==> config.mk <==
export PLATFORM = sky130hd
export DESIGN_NAME = dmem_arbiter_flat
export DESIGN_NICKNAME = d
export VERILOG_FILES = /design/src/rtl/dmem_arbiter_if.sv /design/src/rtl/dmem_arbiter.sv /design/src/flat_wrapper.sv
export SDC_FILE = /design/constraint.sdc
export NUM_CORES = 1
export LEC_CHECK = 0
export CAP_MARGIN = 20
export CELL_PAD_IN_SITES_DETAIL_PLACEMENT = 2
export CELL_PAD_IN_SITES_GLOBAL_PLACEMENT = 2
export CORE_UTILIZATION = 21
export CTS_BUF_LIST = sky130_fd_sc_hd__clkbuf_4 sky130_fd_sc_hd__clkbuf_8
export CTS_CLUSTER_SIZE = 24
export DETAILED_ROUTE_END_ITERATION = 10
export GPL_TIMING_DRIVEN = 0
export PLACE_DENSITY = 0.83
export SLEW_MARGIN = 20
export SYNTH_ARGS = -nofsm -noshare
export SYNTH_HDL_FRONTEND = slang
export SYNTH_SLANG_ARGS = --single-unit
export TNS_END_PERCENT = 100
==> constraint.sdc <==
create_clock -name clk_i -period 1.7 [get_ports clk_i]
set_input_delay 0.34 -clock clk_i [delete_from_list [all_inputs] [get_ports clk_i]]
set_output_delay 0.34 -clock clk_i [all_outputs]
set_load 0.05 [all_outputs]
==> src/rtl/dmem_arbiter_if.sv <==
// Bus bundle between the two data-memory requesters, the arbiter and the memory array.
// The slave modport is the arbiter's view. The master modport is the requesters plus the memory.
interface dmem_arbiter_if #(
    parameter int AW = 16,
    parameter int DW = 16
) ();
    logic          req0;
    logic          req1;
    logic          rw0;
    logic          rw1;
    logic [AW-1:0] a0;
    logic [AW-1:0] a1;
    logic [DW-1:0] wd0;
    logic [DW-1:0] wd1;
    logic          gnt0;
    logic          gnt1;
    logic          rdv0;
    logic          rdv1;
    logic [DW-1:0] rd;
    logic          men;
    logic          mrw;
    logic [AW-1:0] ma;
    logic [DW-1:0] mwd;
    logic [DW-1:0] mrd;
    logic          busy;

    modport slave (
        input  req0, req1, rw0, rw1, a0, a1, wd0, wd1, mrd,
        output gnt0, gnt1, rdv0, rdv1, rd, men, mrw, ma, mwd, busy
    );

    modport master (
        output req0, req1, rw0, rw1, a0, a1, wd0, wd1, mrd,
        input  gnt0, gnt1, rdv0, rdv1, rd, men, mrw, ma, mwd, busy
    );
endinterface

==> src/rtl/dmem_arbiter.sv <==
// Round-robin arbiter that shares a single-port data memory between the CPU (0) and an aux master (1).
// Read data comes back through a fixed two-stage pipeline, so RD/RDV appear three cycles after the request.
module dmem_arbiter #(
    parameter int AW = 16,
    parameter int DW = 16
) (
    input  logic              clk_i,
    input  logic              rst_i,
    dmem_arbiter_if.slave     bus_if
);
    logic          gnt0_q, gnt0_d;
    logic          gnt1_q, gnt1_d;
    logic          men_q, men_d;
    logic          mrw_q, mrw_d;
    logic [AW-1:0] ma_q, ma_d;
    logic [DW-1:0] mwd_q, mwd_d;
    logic          own1_q, own1_d;
    logic          s2_rd_q, s2_rd_d;
    logic          s2_own_q, s2_own_d;
    logic [DW-1:0] rd_q, rd_d;
    logic          rdv0_q, rdv0_d;
    logic          rdv1_q, rdv1_d;
    logic          busy_q, busy_d;
    logic          last_q, last_d;
    logic          elig0_s, elig1_s, sel1_s, grant_s;

    // Arbitration, stage-1 issue, stage-2 advance and read-data return
    always_comb begin
        // a requester whose GNT is visible this cycle is still holding its stale REQ
        elig0_s  = bus_if.req0 & ~gnt0_q;
        elig1_s  = bus_if.req1 & ~gnt1_q;
        sel1_s   = elig1_s & (~elig0_s | ~last_q);
        grant_s  = elig0_s | elig1_s;

        gnt0_d   = 1'b0;
        gnt1_d   = 1'b0;
        men_d    = 1'b0;
        mrw_d    = mrw_q;
        ma_d     = ma_q;
        mwd_d    = mwd_q;
        own1_d   = own1_q;
        last_d   = last_q;

        if (grant_s) begin
            men_d  = 1'b1;
            own1_d = sel1_s;
            last_d = sel1_s;
            if (sel1_s) begin
                gnt1_d = 1'b1;
                mrw_d  = bus_if.rw1;
                ma_d   = bus_if.a1;
                mwd_d  = bus_if.wd1;
            end else begin
                gnt0_d = 1'b1;
                mrw_d  = bus_if.rw0;
                ma_d   = bus_if.a0;
                mwd_d  = bus_if.wd0;
            end
        end else begin
            men_d  = 1'b0;
        end

        s2_rd_d  = men_q & mrw_q;
        s2_own_d = own1_q;

        rdv0_d   = s2_rd_q & ~s2_own_q;
        rdv1_d   = s2_rd_q & s2_own_q;
        if (s2_rd_q) begin
            rd_d = bus_if.mrd;
        end else begin
            rd_d = rd_q;
        end

        busy_d   = (men_d & mrw_d) | s2_rd_d;
    end

    // State registers; reset discards any in-flight read
    always_ff @(posedge clk_i or posedge rst_i) begin
        if (rst_i) begin
            gnt0_q   <= 1'b0;
            gnt1_q   <= 1'b0;
            men_q    <= 1'b0;
            mrw_q    <= 1'b1;
            ma_q     <= {AW{1'b0}};
            mwd_q    <= {DW{1'b0}};
            own1_q   <= 1'b0;
            s2_rd_q  <= 1'b0;
            s2_own_q <= 1'b0;
            rd_q     <= {DW{1'b0}};
            rdv0_q   <= 1'b0;
            rdv1_q   <= 1'b0;
            busy_q   <= 1'b0;
            last_q   <= 1'b1;
        end else begin
            gnt0_q   <= gnt0_d;
            gnt1_q   <= gnt1_d;
            men_q    <= men_d;
            mrw_q    <= mrw_d;
            ma_q     <= ma_d;
            mwd_q    <= mwd_d;
            own1_q   <= own1_d;
            s2_rd_q  <= s2_rd_d;
            s2_own_q <= s2_own_d;
            rd_q     <= rd_d;
            rdv0_q   <= rdv0_d;
            rdv1_q   <= rdv1_d;
            busy_q   <= busy_d;
            last_q   <= last_d;
        end
    end

    assign bus_if.gnt0 = gnt0_q;
    assign bus_if.gnt1 = gnt1_q;
    assign bus_if.men  = men_q;
    assign bus_if.mrw  = mrw_q;
    assign bus_if.ma   = ma_q;
    assign bus_if.mwd  = mwd_q;
    assign bus_if.rd   = rd_q;
    assign bus_if.rdv0 = rdv0_q;
    assign bus_if.rdv1 = rdv1_q;
    assign bus_if.busy = busy_q;
endmodule
==> src/flat_wrapper.sv <==
// flat-port wrapper written by rule: the top's interface ports become plain ports
module dmem_arbiter_flat 
#(
    parameter int AW = 16,
    parameter int DW = 16
)
  (clk_i, rst_i, bus_if_req0, bus_if_req1, bus_if_rw0, bus_if_rw1, bus_if_a0, bus_if_a1, bus_if_wd0, bus_if_wd1, bus_if_mrd, bus_if_gnt0, bus_if_gnt1, bus_if_rdv0, bus_if_rdv1, bus_if_rd, bus_if_men, bus_if_mrw, bus_if_ma, bus_if_mwd, bus_if_busy);
  dmem_arbiter_if #(.AW(AW), .DW(DW)) bus_if_i ();
  input  logic clk_i;
  input  logic rst_i;
  input wire logic [$bits(bus_if_i.req0)-1:0] bus_if_req0;
  input wire logic [$bits(bus_if_i.req1)-1:0] bus_if_req1;
  input wire logic [$bits(bus_if_i.rw0)-1:0] bus_if_rw0;
  input wire logic [$bits(bus_if_i.rw1)-1:0] bus_if_rw1;
  input wire logic [$bits(bus_if_i.a0)-1:0] bus_if_a0;
  input wire logic [$bits(bus_if_i.a1)-1:0] bus_if_a1;
  input wire logic [$bits(bus_if_i.wd0)-1:0] bus_if_wd0;
  input wire logic [$bits(bus_if_i.wd1)-1:0] bus_if_wd1;
  input wire logic [$bits(bus_if_i.mrd)-1:0] bus_if_mrd;
  output wire logic [$bits(bus_if_i.gnt0)-1:0] bus_if_gnt0;
  output wire logic [$bits(bus_if_i.gnt1)-1:0] bus_if_gnt1;
  output wire logic [$bits(bus_if_i.rdv0)-1:0] bus_if_rdv0;
  output wire logic [$bits(bus_if_i.rdv1)-1:0] bus_if_rdv1;
  output wire logic [$bits(bus_if_i.rd)-1:0] bus_if_rd;
  output wire logic [$bits(bus_if_i.men)-1:0] bus_if_men;
  output wire logic [$bits(bus_if_i.mrw)-1:0] bus_if_mrw;
  output wire logic [$bits(bus_if_i.ma)-1:0] bus_if_ma;
  output wire logic [$bits(bus_if_i.mwd)-1:0] bus_if_mwd;
  output wire logic [$bits(bus_if_i.busy)-1:0] bus_if_busy;
  assign bus_if_i.req0 = bus_if_req0;
  assign bus_if_i.req1 = bus_if_req1;
  assign bus_if_i.rw0 = bus_if_rw0;
  assign bus_if_i.rw1 = bus_if_rw1;
  assign bus_if_i.a0 = bus_if_a0;
  assign bus_if_i.a1 = bus_if_a1;
  assign bus_if_i.wd0 = bus_if_wd0;
  assign bus_if_i.wd1 = bus_if_wd1;
  assign bus_if_i.mrd = bus_if_mrd;
  assign bus_if_gnt0 = bus_if_i.gnt0;
  assign bus_if_gnt1 = bus_if_i.gnt1;
  assign bus_if_rdv0 = bus_if_i.rdv0;
  assign bus_if_rdv1 = bus_if_i.rdv1;
  assign bus_if_rd = bus_if_i.rd;
  assign bus_if_men = bus_if_i.men;
  assign bus_if_mrw = bus_if_i.mrw;
  assign bus_if_ma = bus_if_i.ma;
  assign bus_if_mwd = bus_if_i.mwd;
  assign bus_if_busy = bus_if_i.busy;
  dmem_arbiter #(.AW(AW), .DW(DW)) u_core (.clk_i(clk_i), .rst_i(rst_i), .bus_if(bus_if_i));
endmodule
## After elaboration in Yosys (flattened, before gate mapping)

Index checks and enable logic that the tools add are counted.

| storage, ports and cells | value |
|---|---|
| register bits | 59 |
| RAM bits | 0 |
| bits of input ports | 86 |
| bits in read-only memories | 0 |
| word-level logic and storage cells | 38 |
| output and inout port bits | 55 |
| memories | 0 |
| bits in latches | 0 |

| cells by class | value |
|---|---|
| multiplexer cells | 9 |
| bitwise logic cells | 15 |
| order comparisons | 0 |
| div/mod/pow operators | 0 |
| add/sub/neg operators | 0 |
| reductions and logical operators | 0 |
| eq/ne operators | 0 |
| shift-type cells | 0 |
| $mul | 0 |

Operator list:

| cell | count |
|---|---|
| $mux 16 | 2 |
| $and 1x1->1 | 7 |
| $mux 1 | 7 |
| $not 1->1 | 5 |
| $or 1x1->1 | 3 |

## Longest topological paths before layout

Gate-level depths: netlist (run 1).

| logic depth | value |
|---|---|
| depth after elaboration | 9 |
| mapped depth | 6 |
| mapped depth without buffers | 3 |

## Worst setup path before layout (run 1)

OpenSTA, ideal clock, no wires.

| path | value |
|---|---|
| path type | register -> register |
| from | reg u_core.gnt1_q (netlist: u_core.bus_if.gnt1) |
| to | reg u_core.busy_q (netlist: u_core.bus_if.busy) |
| setup slack | 0.001 ns |
| required time | 1.574 ns |
| stages on the path, launching flop included | 7 |
| data arrival time | 1.573 ns |
| library setup time | 0.126 ns |
| buffers on the path | 3 |
| period minus slack after synthesis | 1.699 ns |
| cells stage by stage | dfrtp_1 > nand2b_4 > buf_6 > o21a_1 > buf_6 > buf_6 > a221o_1 |

| on the way | value |
|---|---|
| longest elaborated chain between the ends | 7 |
| elaborated cells between the ends (all ways) | 9 |
| classes of those cells | 3 x mux; 6 x bitwise |

Ends and longest elaborated chain:

| item | line | RTL |
|---|---|---|
| from (decl) | dmem_arbiter.sv:12 | `logic gnt1_q, gnt1_d;` |
| from (signal assigned) | dmem_arbiter.sv:96 | `gnt1_q <= gnt1_d;` |
| $not 1->1 * | dmem_arbiter.sv:31 | `elig1_s = bus_if.req1 & ~gnt1_q;` |
| $and 1x1->1 * | dmem_arbiter.sv:31 |  |
| $and 1x1->1 | dmem_arbiter.sv:32 | `sel1_s = elig1_s & (~elig0_s \| ~last_q);` |
| $mux 1 | dmem_arbiter.sv:48 | `if (sel1_s) begin` |
| $mux 1 | dmem_arbiter.sv:44 | `if (grant_s) begin` |
| $and 1x1->1 * | dmem_arbiter.sv:74 | `busy_d = (men_d & mrw_d) \| s2_rd_d;` |
| $or 1x1->1 * | dmem_arbiter.sv:74 |  |
| named net u_core.busy_d | dmem_arbiter.sv:23 | `logic busy_q, busy_d;` |
| to (signal assigned) | dmem_arbiter.sv:107 | `busy_q <= busy_d;` |
| to (decl) | dmem_arbiter.sv:23 |  |

The timed path passes the listed nets; every way through them passes the cells marked *.
A chain may end at the register's enable or synchronous reset.

## Worst setup path after layout (run 1)

| path | value |
|---|---|
| from | reg u_core.gnt0_q (netlist: u_core.bus_if.gnt0) |
| to | out bus_if_gnt0 |

RTL lines:

| item | line | RTL |
|---|---|---|
| from (decl) | dmem_arbiter.sv:11 | `logic gnt0_q, gnt0_d;` |
| from (signal assigned) | dmem_arbiter.sv:95 | `gnt0_q <= gnt0_d;` |
| to (decl) | flat_wrapper.sv:20 | `output wire logic [$bits(bus_if_i.gnt0)-1:0] bus_if_gnt0;` |

No word-level cell between the ends.

==> parameters.txt, run 1 <==
Parameter                              Value

Critical path
  Crit path cell chain    dlygate4sd2_1
  Arrival time worst endpoint    1290 ps
  Stages on worst setup path    1
  RR Endpoint    u_core.bus_if.mwd[5]
  Crit-path max FO    3
  Slack of the worst reg-to-reg path    150 ps
  Peak per-stage delay on the critical path    570 ps
  Worst Setup End Kind    output port
  Buffer and inverter count on the worst path    1
  Worst setup SP type    register
  CP required    1360 ps
  Crit path from    u_core.bus_if.gnt0
  Master of the slowest instance on the critical path    dlygate4sd2_1
  Reg2Reg Depth    6
  Family with the most delay on the worst path    buffers and inverters
  Beginning of the worst register-to-register path    u_core.bus_if.gnt1
  Kind of critical path    register to output port

Drt
  Remaining antenna violation count    0
  Wire length after detailed routing    8620 um
  Initial DRT Pass Iterations    4
  Number of DRC markers in iteration 0    68
  Number of vias per cell after detailed routing    4.59
  Average routed wire per standard cell    18.4 um
  Count of vias placed by the detailed router    2153
  Number of design rule violations left after detail routing    0

Place
  Total of buffers placed on input and output ports    140
  Dpl hpwl    6500 um
  Post-Place Worst Slack    -380 ps
  Cell count after placement    453
  Final weighted congestion in routability-driven placement    0.653

STA
  RSZ-0062 raised after global routing    false
  Slew of the pin with the lowest slew margin    571 ps
  Minimum setup slack in the final design    69.7 ps
  Setup violation total in the final timing report    0
  Final Hold Violating Endpoints    0
  Final Critical Period    1630 ps
  Part of the cycle the worst path needs    0.959
  FMAX    613 MHz
  Number of pins with negative max-slew slack in the final report    0
  Max-slew headroom    0.621
  Worst setup skew after layout    14.6 ps
  Sum Neg Setup Slack    0 ps

Power
  Leakage power of the design    1.92 nW
  Combinational fraction of design power    0.486
  Pwr per Cell Area    1510 nW/um2
  Total net switching power    0.00287 W
  Net switching share of the total power    0.458
  Sequential fraction of design power    0.328
  Clock network fraction of design power    0.186
  Internal power    0.00340 W
  Maximum vdd ir drop    0.763 mV

Global route
  Antenna violations before repair    0
  Largest net degree at the start of global routing    30
  Total track usage    0.152
  Number of global-route vias before repair    2471
  Wire length of the first global-routing pass    13200 um
  GRT overflow    0

Floorplanning
  Die span in y    109 um
  Site row count    38
  Die Outline Area    11800 um2
  Floorplan core area    11000 um2
  Count of pins on the block boundary    141
  Width of the die    109 um
  Initial cell density of the core    0.218

Final layout
  Core utilization of the finished layout    0.378
  Antenna diodes    0
  Filler-free cell count of the finished design    469
  Growth of design area from synthesis to finish    73.3%
  Final net count    410
  Layout cell share with drive strength beyond 1    0.164

Clock network
  Clock latency of the later-clocked register in the worst-skew pair    340 ps
  Maximum buffer depth of the clock tree    2
  Root Buffer    clkbuf_8
  Clock tree from TritonCTS    done
  Register clock-pin slew on the reported worst setup and hold paths    80 ps
  Clk sink count    59
  Total number of H-tree levels    3
  Clock buffer count from CTS    9

Logic synthesis
  EDFF count, synth    0
  Area share of the largest cell type after synthesis    0.596
  Count of mapped cells out of synthesis    171
  Cell Area, Synth    2390 um2
  Per-instance average area after synthesis    14.0 um2
  Dominant cell type by area after synthesis    dfrtp_1
  Dominant cell by count in the synthesized netlist    dfrtp_1
  Dominant synthesized flop cell    dfrtp_1
  Synth area leaders    dfrtp_1 (60%), a221o_1 (14%), and3_1 (8.6%)
  Number of distinct standard cells referenced by the synthesized netlist    18
  Flip-flop and latch count after synthesis    59
  Top cells by instance count after synthesis    dfrtp_1 (57), a221o_1 (34), and3_1 (33)
  Portion of the post-synthesis area used by sequential elements    0.618
  Fraction of registers with async set or reset after synthesis    1.00
  Total nets after synthesis    257
  Total number of yosys warnings    0

Status
  Run status    completed

Hold path
  Worst hold path type    input pin to async pin

Job
  Max-cap check violation count    0
==> per-stage QoR <==
stage          cell area [um2]  hold WS, ps  total power, W
2_1_floorplan             2400          354         0.00414
3_3_place_gp              3980          364         0.00535
3_5_place_dp              4020          375         0.00546
4_1_cts                   4140          340         0.00638
5_1_grt                   4150          330         0.00659
6_report                  4150          342         0.00627
==> how the worst max path moves through the flow <==
stage          slack (ps)                    to
3_3_place_gp         -360  u_core.bus_if.mwd[2]
5_1_grt                 4           bus_if_gnt0
4_1_cts                40  u_core.bus_if.mwd[5]
6_report               70           bus_if_gnt0
2_1_floorplan         0.8    u_core.bus_if.busy
3_5_place_dp         -380  u_core.bus_if.mwd[7]
==> power groups by stage <==
stage / clock, W / sequential (W) / combinational, W
6_report: 0.00117 / 0.00206 / 0.00305
5_1_grt: 0.00128 / 0.00211 / 0.00320
4_1_cts: 0.00123 / 0.00206 / 0.00309
3_5_place_dp: 0 / 0.00210 / 0.00336
3_3_place_gp: 0 / 0.00206 / 0.00329
2_1_floorplan: 0 / 0.00348 / 0.000658
==> metal layers <==
layer | up-vias | GRT usage | wire length, um
li1 | 964 | - | -
met1 | 1089 | 0.166 | 3390
met2 | 88 | 0.273 | 4400
met3 | 12 | 0.0544 | 728
met4 | 0 | 0.0463 | 95
met5 | - | 0 | 0
==> sequential cells by signal, summed over array words and instances (netlist names) <==
| name | flops |
|---|---|
| u_core.bus_if.gnt0 | 1 |
| u_core.s2_own_q | 1 |
| u_core.bus_if.rdv1 | 1 |
| u_core.bus_if.ma | 16 |
| u_core.s2_rd_q | 1 |
| u_core.bus_if.busy | 1 |
| u_core.bus_if.mrw | 1 |
| u_core.own1_q | 1 |
| u_core.bus_if.men | 1 |
| u_core.bus_if.mwd | 16 |
| u_core.bus_if.gnt1 | 1 |
| u_core.last_q | 1 |
| u_core.bus_if.rd | 16 |
| u_core.bus_if.rdv0 | 1 |
==> kinds of logic (layout without fill, tap and decap cells) <==
logic type             Yosys count  after routing  synth area share
AO/OA/AOI/OAI                   38             38             0.154
buffers and inverters           17            175            0.0449
flip-flops                      59             59             0.618
multiplexers                    16             16            0.0752
AND/OR/NAND/NOR                 41             41             0.108
==> cells in the final DEF (no fill, tap or decap), types with 4 or more instances in the layout <==
cell type,n
clkdlybuf4s50_1,85
dlygate4sd2_1,54
clkbuf_8,10
clkinvlp_4,4
buf_2,5
clkbuf_1,4
buf_6,5
dfrtp_1,57
mux2_2,16
and3_1,33
a221o_1,34
==> final cells by class <==
type / instances / area [um2]
fillers: 1155 / 6830
flip-flops and latches: 59 / 1480
repair buffers: 142 / 1380
multi-input cells: 95 / 821
well taps: 140 / 175
clock buffers: 10 / 138
plain buffers: 16 / 106
clock inverters: 6 / 41.3
inverters: 1 / 7.51
==> timing repair <==
item | 4_1_cts | 5_1_grt
resized for setup | 58 | 6
setup buffers | 0 | 0
setup endpoints to repair | 60 | 19
hold buffers | 0 | 0
Note: power is estimated with default switching activity, not from simulation.
==> inputs of run 2 (changes only) <==
- ABC_AREA: default -> 1
- CORE_MARGIN: default -> 2
- CORE_UTILIZATION: 21 -> 19
==> parameters.txt, run 2 <==
Parameter                              Value

Clock network
  # Post-CTS Setup Buffers    0 (unchanged)
  Total number of H-tree levels    3 (unchanged)
  Root Buffer    clkbuf_8
  Clk sink count    59 (unchanged)
  Clock buffer count from CTS    9 (unchanged)
  Register clock-pin slew on the reported worst setup and hold paths    70 ps (about the same)
  Clock tree from TritonCTS    done
  Clock latency of the later-clocked register in the worst-skew pair    350 ps (about the same)
  Maximum buffer depth of the clock tree    2 (unchanged)

Critical path
  Peak per-stage delay on the critical path    550 ps (-20 ps)
  Family with the most delay on the worst path    flip-flops
  Crit path from    u_core.bus_if.mrw
  Buffer and inverter count on the worst path    1 (unchanged)
  Beginning of the worst register-to-register path    u_core.last_q
  RR Endpoint    u_core.bus_if.ma[15]
  CP required    1360 ps (about the same)
  Master of the slowest instance on the critical path    dfstp_2
  Crit-path max FO    3 (unchanged)
  Crit path cell chain    clkdlybuf4s15_2
  Stages on worst setup path    1 (unchanged)
  Kind of critical path    register to output port
  Arrival time worst endpoint    1270 ps (-20 ps)
  Worst setup SP type    register
  Reg2Reg Depth    5 (-1)
  Worst Setup End Kind    output port
  Capturing element of the worst setup path    bus_if_mrw
  Slack of the worst reg-to-reg path    180 ps (+30 ps)

Floorplanning
  Site row count    41 (+7.9%)
  Width of the die    118 um (+8.8%)
  Die span in y    118 um (+8.8%)
  Die Outline Area    14000 um2 (+18%)
  Initial cell density of the core    0.195 (-0.0226)
  Floorplan core area    12700 um2 (+16%)
  Count of pins on the block boundary    141 (unchanged)

Logic synthesis
  EDFF count, synth    0 (unchanged)
  Count of mapped cells out of synthesis    281 (+64%)
  Number of distinct standard cells referenced by the synthesized netlist    16 (-2)
  Synth area leaders    dfrtp_1 (57%), nand3_1 (20%), nand2_1 (13%)
  Cell Area, Synth    2490 um2 (+3.8%)
  Portion of the post-synthesis area used by sequential elements    0.595 (-0.0227)
  Dominant synthesized flop cell    dfrtp_1
  Fraction of registers with async set or reset after synthesis    1.00 (unchanged)
  Flip-flop and latch count after synthesis    59 (unchanged)
  Total nets after synthesis    367 (+43%)
  Total number of yosys warnings    0 (unchanged)
  Area share of the largest cell type after synthesis    0.574 (-0.0219)
  Dominant cell type by area after synthesis    dfrtp_1
  Per-instance average area after synthesis    8.85 um2 (-37%)
  Dominant cell by count in the synthesized netlist    nand3_1
  Top cells by instance count after synthesis    nand3_1 (100), nand2_1 (87), dfrtp_1 (57)

Final layout
  Layout fillers    1463 (+27%)
  Growth of design area from synthesis to finish    73.2% (about the same)
  Antenna diodes    0 (unchanged)
  Post-layout instance area    4310 um2 (+3.8%)
  Leading cell types in the layout, fill and taps excluded    nand3_1 (100), nand2_1 (87), clkdlybuf4s50_1 (85), dfrtp_1 (57), dlygate4sd2_1 (53)
  Layout cell share with drive strength beyond 1    0.100 (-0.0639)
  Final net count    520 (+27%)
  Leading cell type in the layout, fill and taps excluded    nand3_1

STA
  Setup violation total in the final timing report    0 (unchanged)
  Sum Neg Setup Slack    0 ps (unchanged)
  Final Critical Period    1610 ps (-19.9 ps)
  Worst setup skew after layout    5.74 ps (-8.84 ps)
  Final Hold Violating Endpoints    0 (unchanged)
  Max-slew headroom    0.648 (+0.0268)
  Number of pins with negative max-slew slack in the final report    0 (unchanged)
  RSZ-0062 raised after global routing    false
  Slew of the pin with the lowest slew margin    530 ps (-40.4 ps)
  Minimum setup slack in the final design    89.5 ps (+19.9 ps)
  Part of the cycle the worst path needs    0.947 (-0.0117)
  Worst hold slack    345 ps (+3.79 ps)
  FMAX    621 MHz (+1.2%)

Place
  Dpl hpwl    7830 um (+21%)
  Final weighted congestion in routability-driven placement    0.732 (+12%)
  Total of buffers placed on input and output ports    140 (unchanged)
  Total cell area at the placement stage    4150 um2 (+3.3%)
  Post-Place Worst Slack    -215 ps (+166 ps)

Drt
  Number of DRC markers in iteration 0    100 (+47%)
  Post-route met1 wirelength    4400 um (+30%)
  Count of vias placed by the detailed router    2660 (+24%)
  Routed met3 length    582 um (-20%)
  Remaining antenna violation count    0 (unchanged)
  Number of vias per cell after detailed routing    4.35 (-5.2%)
  Average routed wire per standard cell    16.8 um (-8.4%)
  Routed length on met2    5110 um (+16%)
  Wire length after detailed routing    10300 um (+19%)
  Number of design rule violations left after detail routing    0 (unchanged)
  Max layer used    met4
  Initial DRT Pass Iterations    4 (unchanged)

Global route
  Number of global-route vias before repair    2970 (+20%)
  Wire length of the first global-routing pass    16700 um (+26%)
  Antenna violations before repair    0 (unchanged)
  Largest net degree at the start of global routing    32 (+6.7%)
  GRT overflow    0 (unchanged)
  Total track usage    0.154 (+0.00261)

Job
  Max-cap check violation count    0 (unchanged)

Power
  Maximum vdd ir drop    0.397 mV (-48%)
  Pwr per Cell Area    1610 nW/um2 (+6.8%)
  Leakage power of the design    2.06 nW (+7.0%)

Hold path
  Worst hold path type    input pin to async pin

Status
  Run status    completed
## run 2: worst min path at each step
stage | cells past startpoint | to | startpoint
after CTS | 2 | u_core.bus_if.ma[13] | rst_i
final | 2 | u_core.bus_if.ma[13] | rst_i
after global routing | 2 | u_core.bus_if.ma[9] | rst_i
after detailed placement | 0 | u_core.s2_own_q | u_core.own1_q
after floorplan | 0 | u_core.s2_own_q | u_core.own1_q
after global placement | 0 | u_core.s2_own_q | u_core.own1_q
## run 2: per-layer routing
layer  vias up  track usage
li1       1242            -
met3        12       0.0401
met2        93        0.262
met1      1313        0.186
met4         0       0.0610
met5         -            0
## run 2: logic make-up (layout without fill, tap and decap cells)
logic type / count (synthesis) / in the layout / share of synthesized area
AOI/OAI and AO/OA: 1 / 1 / 0.00201
buffers and inverters: 28 / 186 / 0.0539
DFF: 59 / 59 / 0.595
and+or+nand+nor: 193 / 193 / 0.349
## run 2: power breakdown
part	switching [W]	total, W	internal [W]
clock network	0.000582	0.00144	0.000853
registers	0.000255	0.00214	0.00188
logic	0.00247	0.00338	0.000906
## run 2: timing repair
| action | 4_1_cts | 5_1_grt |
|---|---|---|
| hold buffers | 0 | 0 |
| resized for setup | 59 | 0 |
| setup endpoints to repair | 55 | 0 |
## run 2: per-stage QoR
stage               utilization  std cells  total power (W)
floorplan                     -        281          0.00442
global placement          0.323        593          0.00580
detailed placement        0.327        595          0.00593
CTS                       0.339        611          0.00711
global route              0.339        611          0.00740
finish                    0.339        611          0.00695
## run 2: final cells by class
type / instances / area [um2] / area share
Buffer: 18 / 96.3 / 0.0224
Clock buffer: 11 / 139 / 0.0322
Clock inverter: 5 / 77.6 / 0.0180
Inverter: 10 / 41.3 / 0.00959
Multi-Input combinational cell: 194 / 873 / 0.203
Sequential cell: 59 / 1480 / 0.343
Tap cell: 172 / 215 / 0.0500
Timing Repair Buffer: 142 / 1390 / 0.322
==> inputs of run 3 (changes only) <==
- HOLD_SLACK_MARGIN: default -> 0.08
- RECOVER_POWER: default -> 100
==> parameters.txt, run 3 (synthesis results as in run 2) <==
Parameter                              Value

Final layout
  Filler-free cell count of the finished design    611 (unchanged)
  Growth of design area from synthesis to finish    72.2%
  Leading cell type in the layout, fill and taps excluded    nand3_1
  Leading cell types in the layout, fill and taps excluded    nand3_1 (100), nand2_1 (88), clkdlybuf4s50_1 (84), dfrtp_1 (57), dlygate4sd2_1 (53)
  Antenna diodes    0 (unchanged)
  Final net count    520 (unchanged)
  Layout fillers    1464 (+0.068%)
  Layout cell share with drive strength beyond 1    0.0934 (-0.00683)

STA
  Sum Neg Setup Slack    0 ps (unchanged)
  Final Hold Violating Endpoints    0 (unchanged)
  FMAX    621 MHz (about the same)
  Max-slew headroom    0.550 (-0.0976)
  Part of the cycle the worst path needs    0.947 (about the same)
  Worst setup skew after layout    5.06 ps (-0.687 ps)
  Number of pins with negative max-slew slack in the final report    0 (unchanged)
  Final Critical Period    1610 ps (-0.440 ps)
  Setup violation total in the final timing report    0 (unchanged)
  Slew of the pin with the lowest slew margin    671 ps (+141 ps)
  RSZ-0062 raised after global routing    false

Drt
  Initial DRT Pass Iterations    4 (unchanged)
  Count of vias placed by the detailed router    2648 (-0.45%)
  Average routed wire per standard cell    16.8 um (-0.25%)
  Wire length after detailed routing    10300 um (-0.25%)
  Number of DRC markers in iteration 0    119 (+19%)
  Remaining antenna violation count    0 (unchanged)
  Number of vias per cell after detailed routing    4.33 (-0.45%)
  Number of design rule violations left after detail routing    0 (unchanged)

Place
  Total of buffers placed on input and output ports    140 (unchanged)
  Cell count after placement    595 (unchanged)
  Dpl hpwl    7830 um (unchanged)
  Final weighted congestion in routability-driven placement    0.732 (unchanged)

Floorplanning
  Site row count    41 (unchanged)
  Width of the die    118 um (unchanged)
  Die span in y    118 um (unchanged)
  Die Outline Area    14000 um2 (unchanged)
  Floorplan core area    12700 um2 (unchanged)
  Count of pins on the block boundary    141 (unchanged)
  Initial cell density of the core    0.195 (unchanged)

Clock network
  Root Buffer    clkbuf_8
  Count of cells resized by post-cts repair    59 (unchanged)
  Maximum buffer depth of the clock tree    2 (unchanged)
  Total number of H-tree levels    3 (unchanged)
  Number of hold buffers added after cts    0 (unchanged)
  Clock buffer count from CTS    9 (unchanged)
  # Post-CTS Setup Buffers    0 (unchanged)
  Register clock-pin slew on the reported worst setup and hold paths    70 ps (about the same)
  Clk sink count    59 (unchanged)
  Clock latency of the later-clocked register in the worst-skew pair    340 ps (about the same)
  Clock tree from TritonCTS    done

Hold path
  Worst hold path type    register to register

Global route
  Number of global-route vias before repair    2970 (unchanged)
  Wire length of the first global-routing pass    16700 um (unchanged)
  GRT overflow    0 (unchanged)
  Antenna violations before repair    0 (unchanged)
  Largest net degree at the start of global routing    32 (unchanged)
  Total track usage    0.154 (unchanged)

Power
  Pwr per Cell Area    1620 nW/um2 (+0.39%)
  Maximum vdd ir drop    0.397 mV (about the same)
  Post-layout total power    0.00694 W (-0.19%)
  Leakage power of the design    2.05 nW (-0.53%)

Critical path
  Worst Setup End Kind    output port
  Buffer and inverter count on the worst path    1 (unchanged)
  Kind of critical path    register to output port
  Crit-path max FO    3 (unchanged)
  Master of the slowest instance on the critical path    dfstp_2
  Crit path cell chain    clkdlybuf4s15_2
  Peak per-stage delay on the critical path    550 ps (about the same)
  Arrival time worst endpoint    1270 ps (about the same)
  CP required    1360 ps (about the same)
  Family with the most delay on the worst path    flip-flops
  Worst setup SP type    register

Status
  Run status    completed

Job
  Max-cap check violation count    0 (unchanged)
## run 3: layout make-up
cell class,instances,area [um2],share of cell area
Inverter,10,38.8,0.00906
Clock buffer,11,139,0.0324
Buffer,18,88.8,0.0207
Tap cell,172,215,0.0503
Clock inverter,5,77.6,0.0181
Timing Repair Buffer,142,1370,0.321
Sequential cell,59,1480,0.345
Multi-Input combinational cell,194,871,0.203
## run 3: power by group
group / internal [W] / total (W) / switching [W] / leakage [nW]
Sequential: 0.00188 / 0.00214 / 0.000255 / 0.710
Clock: 0.000853 / 0.00144 / 0.000582 / 0.110
Combinational: 0.000893 / 0.00336 / 0.00247 / 1.23
Total: 0.00363 / 0.00694 / 0.00331 / 2.05
## run 3: worst paths after layout
| kind | from | to | slack [ps] | cells past startpoint |
|---|---|---|---|---|
| max in group asynchronous | rst_i | u_core.bus_if.mrw | 170 | 4 |
| hold / removal | u_core.own1_q | u_core.s2_own_q | 410 | 0 |
| setup reg to reg | u_core.last_q | u_core.bus_if.ma[15] | 180 | 5 |
| hold reg to reg | u_core.own1_q | u_core.s2_own_q | 410 | 0 |
| setup / recovery | u_core.bus_if.mrw | bus_if_mrw | 90 | 1 |
| min in group asynchronous | rst_i | u_core.bus_if.ma[13] | 540 | 2 |
## run 3: layer usage
metal  GRT usage  routed length (um)
met5           0                   0
met1       0.186                4420
met3      0.0401                 575
met2       0.262                5070
met4      0.0610                 192
## run 3: stage by stage
stage	setup WS, ps	cell area [um2]	hold WS (ps)	util
6_report	90.0	4280	411	0.337
5_1_grt	13.9	4280	443	0.337
4_1_cts	47.4	4310	322	0.339
3_5_place_dp	-215	4150	414	0.327
3_3_place_gp	-193	4110	415	0.323
2_1_floorplan	313	2490	354	-
